File: config.mk
export PLATFORM = sky130hd
export DESIGN_NAME = muldiv_sched_flat
export DESIGN_NICKNAME = d
export VERILOG_FILES = /design/src/rtl/muldiv_sched_pkg.sv /design/src/rtl/muldiv_sched_if.sv /design/src/rtl/muldiv_sched_div.sv /design/src/rtl/muldiv_sched.sv /design/src/flat_wrapper.sv
export SDC_FILE = /design/constraint.sdc
export NUM_CORES = 2
export LEC_CHECK = 0
export ABC_CLOCK_PERIOD_IN_PS = 14600
export BUFFER_PORTS_ARGS = -buffer_cell sky130_fd_sc_hd__buf_2
export CORE_MARGIN = 1.5
export CORE_UTILIZATION = 30
export CTS_BUF_LIST = sky130_fd_sc_hd__clkbuf_16
export DETAILED_ROUTE_END_ITERATION = 7
export PLACE_DENSITY = 0.57
export REMOVE_ABC_BUFFERS = 1
export SLEW_MARGIN = 30
export SYNTH_ARGS = -nofsm -noshare
export SYNTH_HDL_FRONTEND = slang
export SYNTH_SLANG_ARGS = --single-unit
File: constraint.sdc
create_clock -name clk -period 14.6 [get_ports clk]
set_clock_uncertainty 0.2 [all_clocks]
set_input_delay 2.92 -clock clk [delete_from_list [all_inputs] [get_ports clk]]
set_output_delay 2.92 -clock clk [all_outputs]
set_load 0.01 [all_outputs]
File: src/rtl/muldiv_sched_pkg.sv
// +------------------------------------------------------------------+
// | Module      : muldiv_sched_pkg                                   |
// | Description : Shared types for the execute-stage mul/div         |
// |               scheduler: operation encoding, FSM states and      |
// |               small op-classification helpers.                   |
// | Revision    : 1.0 - initial release                              |
// +------------------------------------------------------------------+
`default_nettype none

package muldiv_sched_pkg;

  typedef enum logic [2:0] {
    OP_NONE  = 3'd0,
    OP_MULT  = 3'd1,
    OP_MULTU = 3'd2,
    OP_DIV   = 3'd3,
    OP_DIVU  = 3'd4
  } muldiv_op_t;

  typedef enum logic [1:0] {
    ST_IDLE = 2'd0,
    ST_MUL  = 2'd1,
    ST_DIV  = 2'd2,
    ST_DONE = 2'd3
  } muldiv_state_t;

  function automatic logic op_is_mul(input muldiv_op_t op);
    return (op == OP_MULT) || (op == OP_MULTU);
  endfunction

  function automatic logic op_is_signed(input muldiv_op_t op);
    return (op == OP_MULT) || (op == OP_DIV);
  endfunction

endpackage

`default_nettype wire

File: src/rtl/muldiv_sched_if.sv
// +------------------------------------------------------------------+
// | Module      : muldiv_sched_if                                    |
// | Description : E-stage mul/div request/result bundle.             |
// |               master modport: issue pipeline (drives requests,   |
// |               flush and hold; receives stall and HI/LO result).  |
// |               slave modport : the mul/div scheduler.             |
// | Revision    : 1.0 - initial release                              |
// +------------------------------------------------------------------+
`default_nettype none

interface muldiv_sched_if;
  import muldiv_sched_pkg::*;

  logic        E_flush;
  logic        pipe_hold;
  muldiv_op_t  E_master_muldiv_op;
  logic [31:0] E_master_src_a;
  logic [31:0] E_master_src_b;
  muldiv_op_t  E_slave_muldiv_op;
  logic [31:0] E_slave_src_a;
  logic [31:0] E_slave_src_b;
  logic        E_muldiv_stall;
  logic        E_muldiv_valid;
  logic        E_muldiv_slot;
  logic [31:0] E_muldiv_hi;
  logic [31:0] E_muldiv_lo;
  logic        E_muldiv_dual_req;

  modport master (
    output E_flush, pipe_hold,
    output E_master_muldiv_op, E_master_src_a, E_master_src_b,
    output E_slave_muldiv_op, E_slave_src_a, E_slave_src_b,
    input  E_muldiv_stall, E_muldiv_valid, E_muldiv_slot,
    input  E_muldiv_hi, E_muldiv_lo, E_muldiv_dual_req
  );

  modport slave (
    input  E_flush, pipe_hold,
    input  E_master_muldiv_op, E_master_src_a, E_master_src_b,
    input  E_slave_muldiv_op, E_slave_src_a, E_slave_src_b,
    output E_muldiv_stall, E_muldiv_valid, E_muldiv_slot,
    output E_muldiv_hi, E_muldiv_lo, E_muldiv_dual_req
  );

endinterface

`default_nettype wire

File: src/rtl/muldiv_sched_div.sv
// +------------------------------------------------------------------+
// | Module      : muldiv_sched_div                                   |
// | Description : Radix-2 restoring divider datapath, one quotient   |
// |               bit per step. Works on magnitudes for signed ops;  |
// |               sign correction is left to the caller.             |
// | Ports       : clk, rst     - clock, sync active-high reset       |
// |               start        - load operands (priority over step)  |
// |               step         - perform one iteration               |
// |               signed_op    - take magnitudes of the operands     |
// |               dividend/divisor - 32-bit operands                 |
// |               quotient/remainder - post-step values (valid after |
// |               the 32nd step, in the same cycle)                  |
// | Revision    : 1.0 - initial release                              |
// +------------------------------------------------------------------+
`default_nettype none

module muldiv_sched_div (
  input  logic        clk,
  input  logic        rst,
  input  logic        start,
  input  logic        step,
  input  logic        signed_op,
  input  logic [31:0] dividend,
  input  logic [31:0] divisor,
  output logic [31:0] quotient,
  output logic [31:0] remainder
);

  logic [31:0] quo_q, quo_d;
  logic [31:0] rem_q, rem_d;
  logic [31:0] dvsr_q, dvsr_d;
  logic [32:0] rem_shift;
  logic [31:0] rem_sub;

  always_comb begin
    quo_d  = quo_q;
    rem_d  = rem_q;
    dvsr_d = dvsr_q;
    // Quotient register doubles as the dividend shift register.
    rem_shift = {rem_q, quo_q[31]};
    // When the trial subtraction succeeds the true difference is below
    // the divisor, so the low 32 bits are exact.
    rem_sub = rem_shift[31:0] - dvsr_q;
    if (start) begin
      quo_d  = (signed_op && dividend[31]) ? (32'd0 - dividend) : dividend;
      dvsr_d = (signed_op && divisor[31])  ? (32'd0 - divisor)  : divisor;
      rem_d  = '0;
    end else if (step) begin
      if (rem_shift >= {1'b0, dvsr_q}) begin
        rem_d = rem_sub;
        quo_d = {quo_q[30:0], 1'b1};
      end else begin
        rem_d = rem_shift[31:0];
        quo_d = {quo_q[30:0], 1'b0};
      end
    end
  end

  always_ff @(posedge clk) begin
    if (rst) begin
      quo_q  <= '0;
      rem_q  <= '0;
      dvsr_q <= '0;
    end else begin
      quo_q  <= quo_d;
      rem_q  <= rem_d;
      dvsr_q <= dvsr_d;
    end
  end

  // Exposing the post-step values lets the scheduler capture the final
  // result in the last iteration cycle without an extra state.
  assign quotient  = quo_d;
  assign remainder = rem_d;

endmodule

`default_nettype wire

File: src/rtl/muldiv_sched.sv
// +------------------------------------------------------------------+
// | Module      : muldiv_sched                                       |
// | Description : E-stage scheduler for the shared multi-cycle       |
// |               mul/div unit. Arbitrates master/slave requests     |
// |               (master first), runs the multiplier or divider,    |
// |               stalls IF..E until HI/LO is ready, aborts on flush |
// |               and holds the result under pipe_hold.              |
// | Ports       : clk, rst - clock, sync active-high reset           |
// |               md       - muldiv_sched_if.slave request/result    |
// | Parameters  : MUL_CYCLES - multiplier occupancy (1..32)          |
// |               DIV_CYCLES - divider iterations (32)               |
// | Revision    : 1.0 - initial release                              |
// +------------------------------------------------------------------+
`default_nettype none

module muldiv_sched
  import muldiv_sched_pkg::*;
#(
  parameter int MUL_CYCLES = 2,
  parameter int DIV_CYCLES = 32
) (
  input  logic          clk,
  input  logic          rst,
  muldiv_sched_if.slave md
);

  localparam logic [4:0] MUL_LOAD = 5'(MUL_CYCLES - 1);
  localparam logic [4:0] DIV_LOAD = 5'(DIV_CYCLES - 1);

  muldiv_state_t state_q, state_d;
  logic [4:0]    cnt_q, cnt_d;
  logic [32:0]   a_q, a_d;      // operands, extended per op
  logic [32:0]   b_q, b_d;
  logic          slot_q, slot_d;
  logic [31:0]   hi_q, hi_d;
  logic [31:0]   lo_q, lo_d;
  logic          dual_q, dual_d;

  logic          master_req, slave_req, any_req, accept;
  muldiv_op_t    sel_op;
  logic [31:0]   sel_a, sel_b;
  logic          sel_signed;
  logic [63:0]   product;
  logic [31:0]   div_quo, div_rem;

  always_comb begin
    master_req = (md.E_master_muldiv_op != OP_NONE);
    slave_req  = (md.E_slave_muldiv_op  != OP_NONE);
    any_req    = master_req || slave_req;
    sel_op     = master_req ? md.E_master_muldiv_op : md.E_slave_muldiv_op;
    sel_a      = master_req ? md.E_master_src_a     : md.E_slave_src_a;
    sel_b      = master_req ? md.E_master_src_b     : md.E_slave_src_b;
    sel_signed = op_is_signed(sel_op);
    accept     = (state_q == ST_IDLE) && any_req && !md.E_flush;
  end

  // Low 64 bits of the sign-extended operands give the 33x33 signed product.
  assign product = {{31{a_q[32]}}, a_q} * {{31{b_q[32]}}, b_q};

  muldiv_sched_div u_div (
    .clk       (clk),
    .rst       (rst),
    .start     (accept && !op_is_mul(sel_op)),
    .step      (state_q == ST_DIV),
    .signed_op (sel_signed),
    .dividend  (sel_a),
    .divisor   (sel_b),
    .quotient  (div_quo),
    .remainder (div_rem)
  );

  always_comb begin
    state_d = state_q;
    cnt_d   = cnt_q;
    a_d     = a_q;
    b_d     = b_q;
    slot_d  = slot_q;
    hi_d    = hi_q;
    lo_d    = lo_q;
    dual_d  = accept && master_req && slave_req;
    md.E_muldiv_stall = 1'b0;

    case (state_q)
      ST_IDLE: begin
        if (accept) begin
          md.E_muldiv_stall = 1'b1;
          a_d    = {sel_signed & sel_a[31], sel_a};
          b_d    = {sel_signed & sel_b[31], sel_b};
          slot_d = !master_req;
          if (op_is_mul(sel_op)) begin
            state_d = ST_MUL;
            cnt_d   = MUL_LOAD;
          end else begin
            state_d = ST_DIV;
            cnt_d   = DIV_LOAD;
          end
        end
      end
      ST_MUL: begin
        md.E_muldiv_stall = 1'b1;
        if (cnt_q == 5'd0) begin
          state_d = ST_DONE;
          hi_d    = product[63:32];
          lo_d    = product[31:0];
        end else begin
          cnt_d = cnt_q - 5'd1;
        end
      end
      ST_DIV: begin
        md.E_muldiv_stall = 1'b1;
        if (cnt_q == 5'd0) begin
          state_d = ST_DONE;
          // Quotient negated when signs differ; remainder follows dividend.
          lo_d = (a_q[32] ^ b_q[32]) ? (32'd0 - div_quo) : div_quo;
          hi_d = a_q[32] ? (32'd0 - div_rem) : div_rem;
        end else begin
          cnt_d = cnt_q - 5'd1;
        end
      end
      ST_DONE: begin
        // Requests are ignored here so the finishing op is not relaunched.
        if (!md.pipe_hold) begin
          state_d = ST_IDLE;
        end
      end
      default: state_d = ST_IDLE;
    endcase

    // Flush wins over everything, including pipe_hold.
    if (md.E_flush) begin
      state_d           = ST_IDLE;
      md.E_muldiv_stall = 1'b0;
    end
  end

  always_ff @(posedge clk) begin
    if (rst) begin
      state_q <= ST_IDLE;
      cnt_q   <= '0;
      a_q     <= '0;
      b_q     <= '0;
      slot_q  <= 1'b0;
      hi_q    <= '0;
      lo_q    <= '0;
      dual_q  <= 1'b0;
    end else begin
      state_q <= state_d;
      cnt_q   <= cnt_d;
      a_q     <= a_d;
      b_q     <= b_d;
      slot_q  <= slot_d;
      hi_q    <= hi_d;
      lo_q    <= lo_d;
      dual_q  <= dual_d;
    end
  end

  // Valid comes straight from the state flop; the flush gate keeps a
  // killed instruction from ever seeing its result.
  assign md.E_muldiv_valid    = (state_q == ST_DONE) && !md.E_flush;
  assign md.E_muldiv_slot     = slot_q;
  assign md.E_muldiv_hi       = hi_q;
  assign md.E_muldiv_lo       = lo_q;
  assign md.E_muldiv_dual_req = dual_q;

endmodule

`default_nettype wire

File: src/flat_wrapper.sv
// flat-port wrapper written by rule: the top's interface ports become plain ports
module muldiv_sched_flat import muldiv_sched_pkg::*;
#(
  parameter int MUL_CYCLES = 2,
  parameter int DIV_CYCLES = 32
)
  (clk, rst, md_E_flush, md_pipe_hold, md_E_master_muldiv_op, md_E_master_src_a, md_E_master_src_b, md_E_slave_muldiv_op, md_E_slave_src_a, md_E_slave_src_b, md_E_muldiv_stall, md_E_muldiv_valid, md_E_muldiv_slot, md_E_muldiv_hi, md_E_muldiv_lo, md_E_muldiv_dual_req);
  muldiv_sched_if md_i ();
  input  logic clk;
  input  logic rst;
  input wire logic [$bits(md_i.E_flush)-1:0] md_E_flush;
  input wire logic [$bits(md_i.pipe_hold)-1:0] md_pipe_hold;
  input wire logic [$bits(md_i.E_master_muldiv_op)-1:0] md_E_master_muldiv_op;
  input wire logic [$bits(md_i.E_master_src_a)-1:0] md_E_master_src_a;
  input wire logic [$bits(md_i.E_master_src_b)-1:0] md_E_master_src_b;
  input wire logic [$bits(md_i.E_slave_muldiv_op)-1:0] md_E_slave_muldiv_op;
  input wire logic [$bits(md_i.E_slave_src_a)-1:0] md_E_slave_src_a;
  input wire logic [$bits(md_i.E_slave_src_b)-1:0] md_E_slave_src_b;
  output wire logic [$bits(md_i.E_muldiv_stall)-1:0] md_E_muldiv_stall;
  output wire logic [$bits(md_i.E_muldiv_valid)-1:0] md_E_muldiv_valid;
  output wire logic [$bits(md_i.E_muldiv_slot)-1:0] md_E_muldiv_slot;
  output wire logic [$bits(md_i.E_muldiv_hi)-1:0] md_E_muldiv_hi;
  output wire logic [$bits(md_i.E_muldiv_lo)-1:0] md_E_muldiv_lo;
  output wire logic [$bits(md_i.E_muldiv_dual_req)-1:0] md_E_muldiv_dual_req;
  assign md_i.E_flush = md_E_flush;
  assign md_i.pipe_hold = md_pipe_hold;
  assign md_i.E_master_muldiv_op = md_E_master_muldiv_op;
  assign md_i.E_master_src_a = md_E_master_src_a;
  assign md_i.E_master_src_b = md_E_master_src_b;
  assign md_i.E_slave_muldiv_op = md_E_slave_muldiv_op;
  assign md_i.E_slave_src_a = md_E_slave_src_a;
  assign md_i.E_slave_src_b = md_E_slave_src_b;
  assign md_E_muldiv_stall = md_i.E_muldiv_stall;
  assign md_E_muldiv_valid = md_i.E_muldiv_valid;
  assign md_E_muldiv_slot = md_i.E_muldiv_slot;
  assign md_E_muldiv_hi = md_i.E_muldiv_hi;
  assign md_E_muldiv_lo = md_i.E_muldiv_lo;
  assign md_E_muldiv_dual_req = md_i.E_muldiv_dual_req;
  muldiv_sched #(.MUL_CYCLES(MUL_CYCLES), .DIV_CYCLES(DIV_CYCLES)) u_core (.clk(clk), .rst(rst), .md(md_i));
endmodule
After elaboration in Yosys (flattened, before gate mapping)
Index checks and enable logic that the tools add are counted.

Input bits: 138. Flip-flop bits (word level): 235. Logic and storage cells: 91.

Magnitude comparators: 1. Reductions and logical operators: 26. Multipliers: 1. Bitwise gates (word level): 3. Add/subtract/negate cells: 6. Equal/unequal tests: 12. Muxes and demuxes: 31.

Operator list (number): $mux W32 (15); $pmux W32 S2 (2); $sub A1 B32 Y32 const A (4); $mul A33 B33 Y64 (1); $ge A33 B32 Y1 (1); $sub A32 B32 Y32 (1); $mux W5 (3); $pmux W5 S2 (1); $reduce_and A3 Y1 (3); $logic_and A1 B1 Y1 (8); $mux W2 (4); $ne A2 B1 Y1 const B (4); $eq A3 B2 Y1 const B (2); $pmux W2 S3 (1); $reduce_bool A3 Y1 (2); $logic_not A5 Y1 (1); $sub A5 B1 Y5 const B (1); $eq A2 B2 Y1 const B (2); $ne A2 B2 Y1 const B (2); $reduce_bool A2 Y1 (2); $reduce_or A2 Y1 (2); $eq A3 B1 Y1 const B (1); $logic_not A1 Y1 (3); $logic_or A1 B1 Y1 (3); 8 further kinds (11).

Logic depth before layout (Yosys ltp)
Depth in word-level cells: 11. Gate-level depth with buffers: 34. Gate-level depth less buffers: 30.

By module
Synthesis repeated with hierarchy kept, for this count alone.

Cells, all modules: 6227. Area total of the unflattened synthesis: 53850.4 µm².

By module, submodules not included: muldiv_sched (cells an instance 5219, times used 1, area an instance 46303.2 µm²); muldiv_sched_div (cells an instance 1008, times used 1, area an instance 7547.2 µm²).

Worst setup path after synthesis
Ideal clock, no wire load.

Path type: register to register. Start: register u_core.a_q[32]. End: register u_core.hi_q[30] (netlist: u_core.md.E_muldiv_hi[30]). Slack: 5421 ps. Data required time: 14314 ps. Path buffers: 4. Stages on the path, launching flop included: 30. Period minus slack after synthesis: 9179 ps. Data arrival time: 8893 ps. Path through: dfxtp_1 clkbuf_1 clkbuf_1 clkbuf_1 buf_1 nand2_1 inv_1 fa_1 fa_1 fa_1 fa_1 fa_1 fa_1 fa_1 inv_1 fa_1 inv_1 ha_1 a21o_1 a21o_1 a21o_1 a21oi_1 o21ai_0 a2111oi_0 a211oi_1 a21oi_1 o21ai_0 or4b_2 and3_1 a211oi_1.

Cells in the longest elaborated chain, start to end: 3. Elaborated cells between the ends (all ways): 5. Classes of those cells: mul: 1; mux: 4.

Ends and longest elaborated chain: start: declaration (RTL line muldiv_sched.sv:32) `logic [32:0] a_q, a_d;`; start signal: assignment (RTL line muldiv_sched.sv:140) `a_q <= '0;`; start signal: assignment (RTL line muldiv_sched.sv:149) `a_q <= a_d;`; $mul A33 B33 Y64 / $mux W32 (equally long branches) (RTL line muldiv_sched.sv:58, muldiv_sched.sv:115); $mux W32 (on tied branches) (RTL line muldiv_sched.sv:101, muldiv_sched.sv:111); $pmux W32 S2 * (RTL line muldiv_sched.sv:83) `case (state_q)`; end signal: assignment (RTL line muldiv_sched.sv:152) `hi_q <= hi_d;`; end: declaration (RTL line muldiv_sched.sv:35) `logic [31:0] hi_q, hi_d;`.

Mark *: on every way between the ends. The rest lies on a longest branch, timed or not. The select of a mux whose other input is x is not followed. A chain may end at the register's enable or synchronous reset.

Worst setup path in the final report
Start: register u_core.b_q[6]. End: register u_core.hi_q[31] (netlist: u_core.md.E_muldiv_hi[31]).

Cells in the longest elaborated chain, start to end: 3.

Ends and longest elaborated chain: start: declaration (RTL line muldiv_sched.sv:33) `logic [32:0] b_q, b_d;`; start signal: assignment (RTL line muldiv_sched.sv:141) `b_q <= '0;`; start signal: assignment (RTL line muldiv_sched.sv:150) `b_q <= b_d;`; $mul A33 B33 Y64 (RTL line muldiv_sched.sv:58) `assign product = {{31{a_q[32]}}, a_q} * {{31{b_q[32]}}, b_q};`; $mux W32 (RTL line muldiv_sched.sv:101) `if (cnt_q == 5'd0) begin`; $pmux W32 S2 (RTL line muldiv_sched.sv:83).

No other way between the ends. The select of a mux whose other input is x is not followed.

==> flow_summary.toml <==
[synthesis]
synth_area_leader_cell = "fa_1"
ys_ff_latch = 235
synth_top_area_share_pct = 41.6
seq_area_frac_synth_pct = 8.69
synthFlopType = "dfxtp_1"
netlist_top_cells_count = "1165 x inv_1, 1126 x fa_1, 714 x nand2_1, 559 x and2_1, 345 x nor2_1"
syn_area_um2 = 54100
yosys_warnings = 0
synth_cell_type_count = 100
synth.most_common_cell = "inv_1"
synthCells = 6236
async_flop_share_pct = 0
synth_edf_count = 0
synth_area_leaders = "fa_1 42%, dfxtp_1 8.7%, inv_1 8.1%, and2_1 6.5%, ha_1 5.9%"
avgSynthCellArea_um2 = 8.68

[placed_design]
post-dp-hpwl_mm = 141
io_buffers = 205
dpl.cell_count = 8541
place_congestion = 0.932
placed_area_um2 = 57600
pre_cts_slack_ns = 5.17

[drt]
vias = 43304
vias_per_cell = 5.04
drt_first_pass_iters = 6
routed_wl_mm = 178
drtIter0Drc = 2991
antenna_left = 0
drc_errors = 0
detail_route.wl_per_cell_um = 20.7

[hold_path]
min_path_type = "reg2reg"

[sta]
tightestPinTransition_ns = 1.11
fmaxAchievable_ghz = 0.106
setup_viol = 0
fin_crit_sh_pct = 64.9
setup_slack_ns = 5.13
report.final.slew_viol_count = 0
slew_headroom_pct = 26.2
min_period_ns = 9.47
rsz0062_at_grt = "false"
tns_ns = 0
hold_violations = 0

[floorplan]
coreArea_um2 = 179000
die_h_um = 428
initial_core_util_pct = 30.3
num_io_pins = 206
dieWidth_um = 428
rows = 155
dieArea_um2 = 183000

[flow_run]
cap_violations = 0

[worst_setup_path]
slowest_delay_ns = 0.80
end_kind = "flop"
required_ns = 14.93
critPathSlowestCell = "dfxtp_2"
arrival_ns = 9.80
crit_fanout = 34
r2r_setup_slack_ns = 5.13
cp-start-kind = "flop"
path_class = "reg2reg"

[grt]
grtUsageTotal_pct = 19.6
grt_pass1_vias = 45598
grt_pass1_wl_mm = 279
grt_start_max_net_pins = 86
globalRoute.totalOverflow = 0
antenna_found_initial = 5

[clocking]
cts.clk_slew.worst_paths_ns = 0.07
cts_tree = "built"
h-tree-depth = 1
cts.sinks = 235
hold_buffers = 0
cts_setup_buffers = 0
cts_resized = 0
ctsRootBufferMaster = "clkbuf_16"
cts_buffer_depth = 3
worstSkewPairLatency_ns = 0.64
cts_buffers = 29

[final_layout]
drive_gt1_share_pct = 7.31
finalInstanceArea_um2 = 58600
area_growth_pct = 8.25
layout.cells.non_filler = 8596
multi_input_area_um2 = 43700
seqCellArea_um2 = 4720
fillerInstances = 18728
fin_nets = 7737

[power]
ir_drop_mv = 0.252
powerDensity_nw_per_um2 = 168
p_leak_nw = 28.1

[status]
status = "finished, final reports clean"
## area by class of cell
cell class,count,share of cell area [%]
Timing Repair Buffer,316,3.22
Tap cell,2355,5.03
Multi-Input combinational cell,4470,74.6
Clock inverter,22,0.384
Clock buffer,29,1.24
Inverter,1165,7.46
Sequential cell,235,8.05
Antenna cell,4,0.0171
## where the power goes
group          switching (mW)  internal, mW
combinational            5.13          3.06
clock                   0.342         0.432
sequential              0.124         0.751
## path summary, 6_finish.rpt
| kind | cells after the start | to | start |
|---|---|---|---|
| worst min register to register | 2 | u_core.u_div.dvsr_q[30] | u_core.u_div.dvsr_q[30] |
| worst max-delay path | 28 | u_core.md.E_muldiv_hi[31] | u_core.b_q[6] |
| worst min-delay path | 2 | u_core.u_div.dvsr_q[30] | u_core.u_div.dvsr_q[30] |
| worst max register to register | 28 | u_core.md.E_muldiv_hi[31] | u_core.b_q[6] |
## logic make-up (layout without fill, tap and decap cells)
family                     count (synthesis)  after routing  share of synthesized area (%)
other                                      0              4                              0
AOI/OAI and AO/OA                        843            843                           10.4
muxes                                     96             96                           1.79
buffers and inverters                   1531           1532                           10.8
xor gates and xnor gates                 186            186                           3.01
adders and majority gates               1382           1382                           47.6
DFF                                      235            235                           8.69
and+or+nand+nor                         1963           1963                           17.8
## through the flow
step / power, mW / utilization [%] / hold slack (ns)
floorplan: 6.32 / - / 0.226
global placement: 8.95 / 32.2 / 0.243
detailed placement: 8.99 / 32.2 / 0.247
CTS: 9.87 / 32.8 / 0.256
global route: 10.8 / 32.8 / 0.263
finish: 9.84 / 32.8 / 0.256
## cells in the final DEF (no fill, tap or decap), types with 69 or more instances in the layout
| cell | n |
|---|---|
| inv_1 | 1166 |
| fa_1 | 1126 |
| nand2_1 | 714 |
| and2_1 | 559 |
| nor2_1 | 340 |
| ha_1 | 255 |
| a21oi_1 | 238 |
| dfxtp_1 | 222 |
| buf_2 | 204 |
| o21ai_0 | 142 |
| xnor2_1 | 123 |
| buf_4 | 110 |
| a211oi_1 | 104 |
| mux2i_1 | 83 |
| nor3_1 | 69 |
## routing by layer
metal | share of wire, % | wire length [µm] | track usage, %
met1 | 41 | 72600 | 25.0
met2 | 48 | 86000 | 33.2
met3 | 5.5 | 9850 | 2.28
met4 | 5.5 | 9730 | 8.76
met5 | 0.010 | 18 | 0
## state kept, by name, indices dropped and copies added, names as in the netlist
name,cells
u_core.a_q,33
u_core.b_q,33
u_core.md.E_muldiv_hi,32
u_core.md.E_muldiv_lo,32
u_core.u_div.dvsr_q,32
u_core.u_div.quo_q,32
u_core.u_div.rem_q,32
u_core.cnt_q,5
u_core.state_q,2
u_core.md.E_muldiv_dual_req,1
u_core.md.E_muldiv_slot,1
## critical path: cells and delay by family, from the launching register on
kind / cells / cell delay, ns
flip-flops: 1 / 0.80
buffers and inverters: 8 / 1.27
AO/OA/AOI/OAI: 10 / 2.18
AND/OR/NAND/NOR: 1 / 0.27
adder cells (fa/ha/maj): 9 / 4.57
No activity file was read; power rests on OpenSTA's default activity.
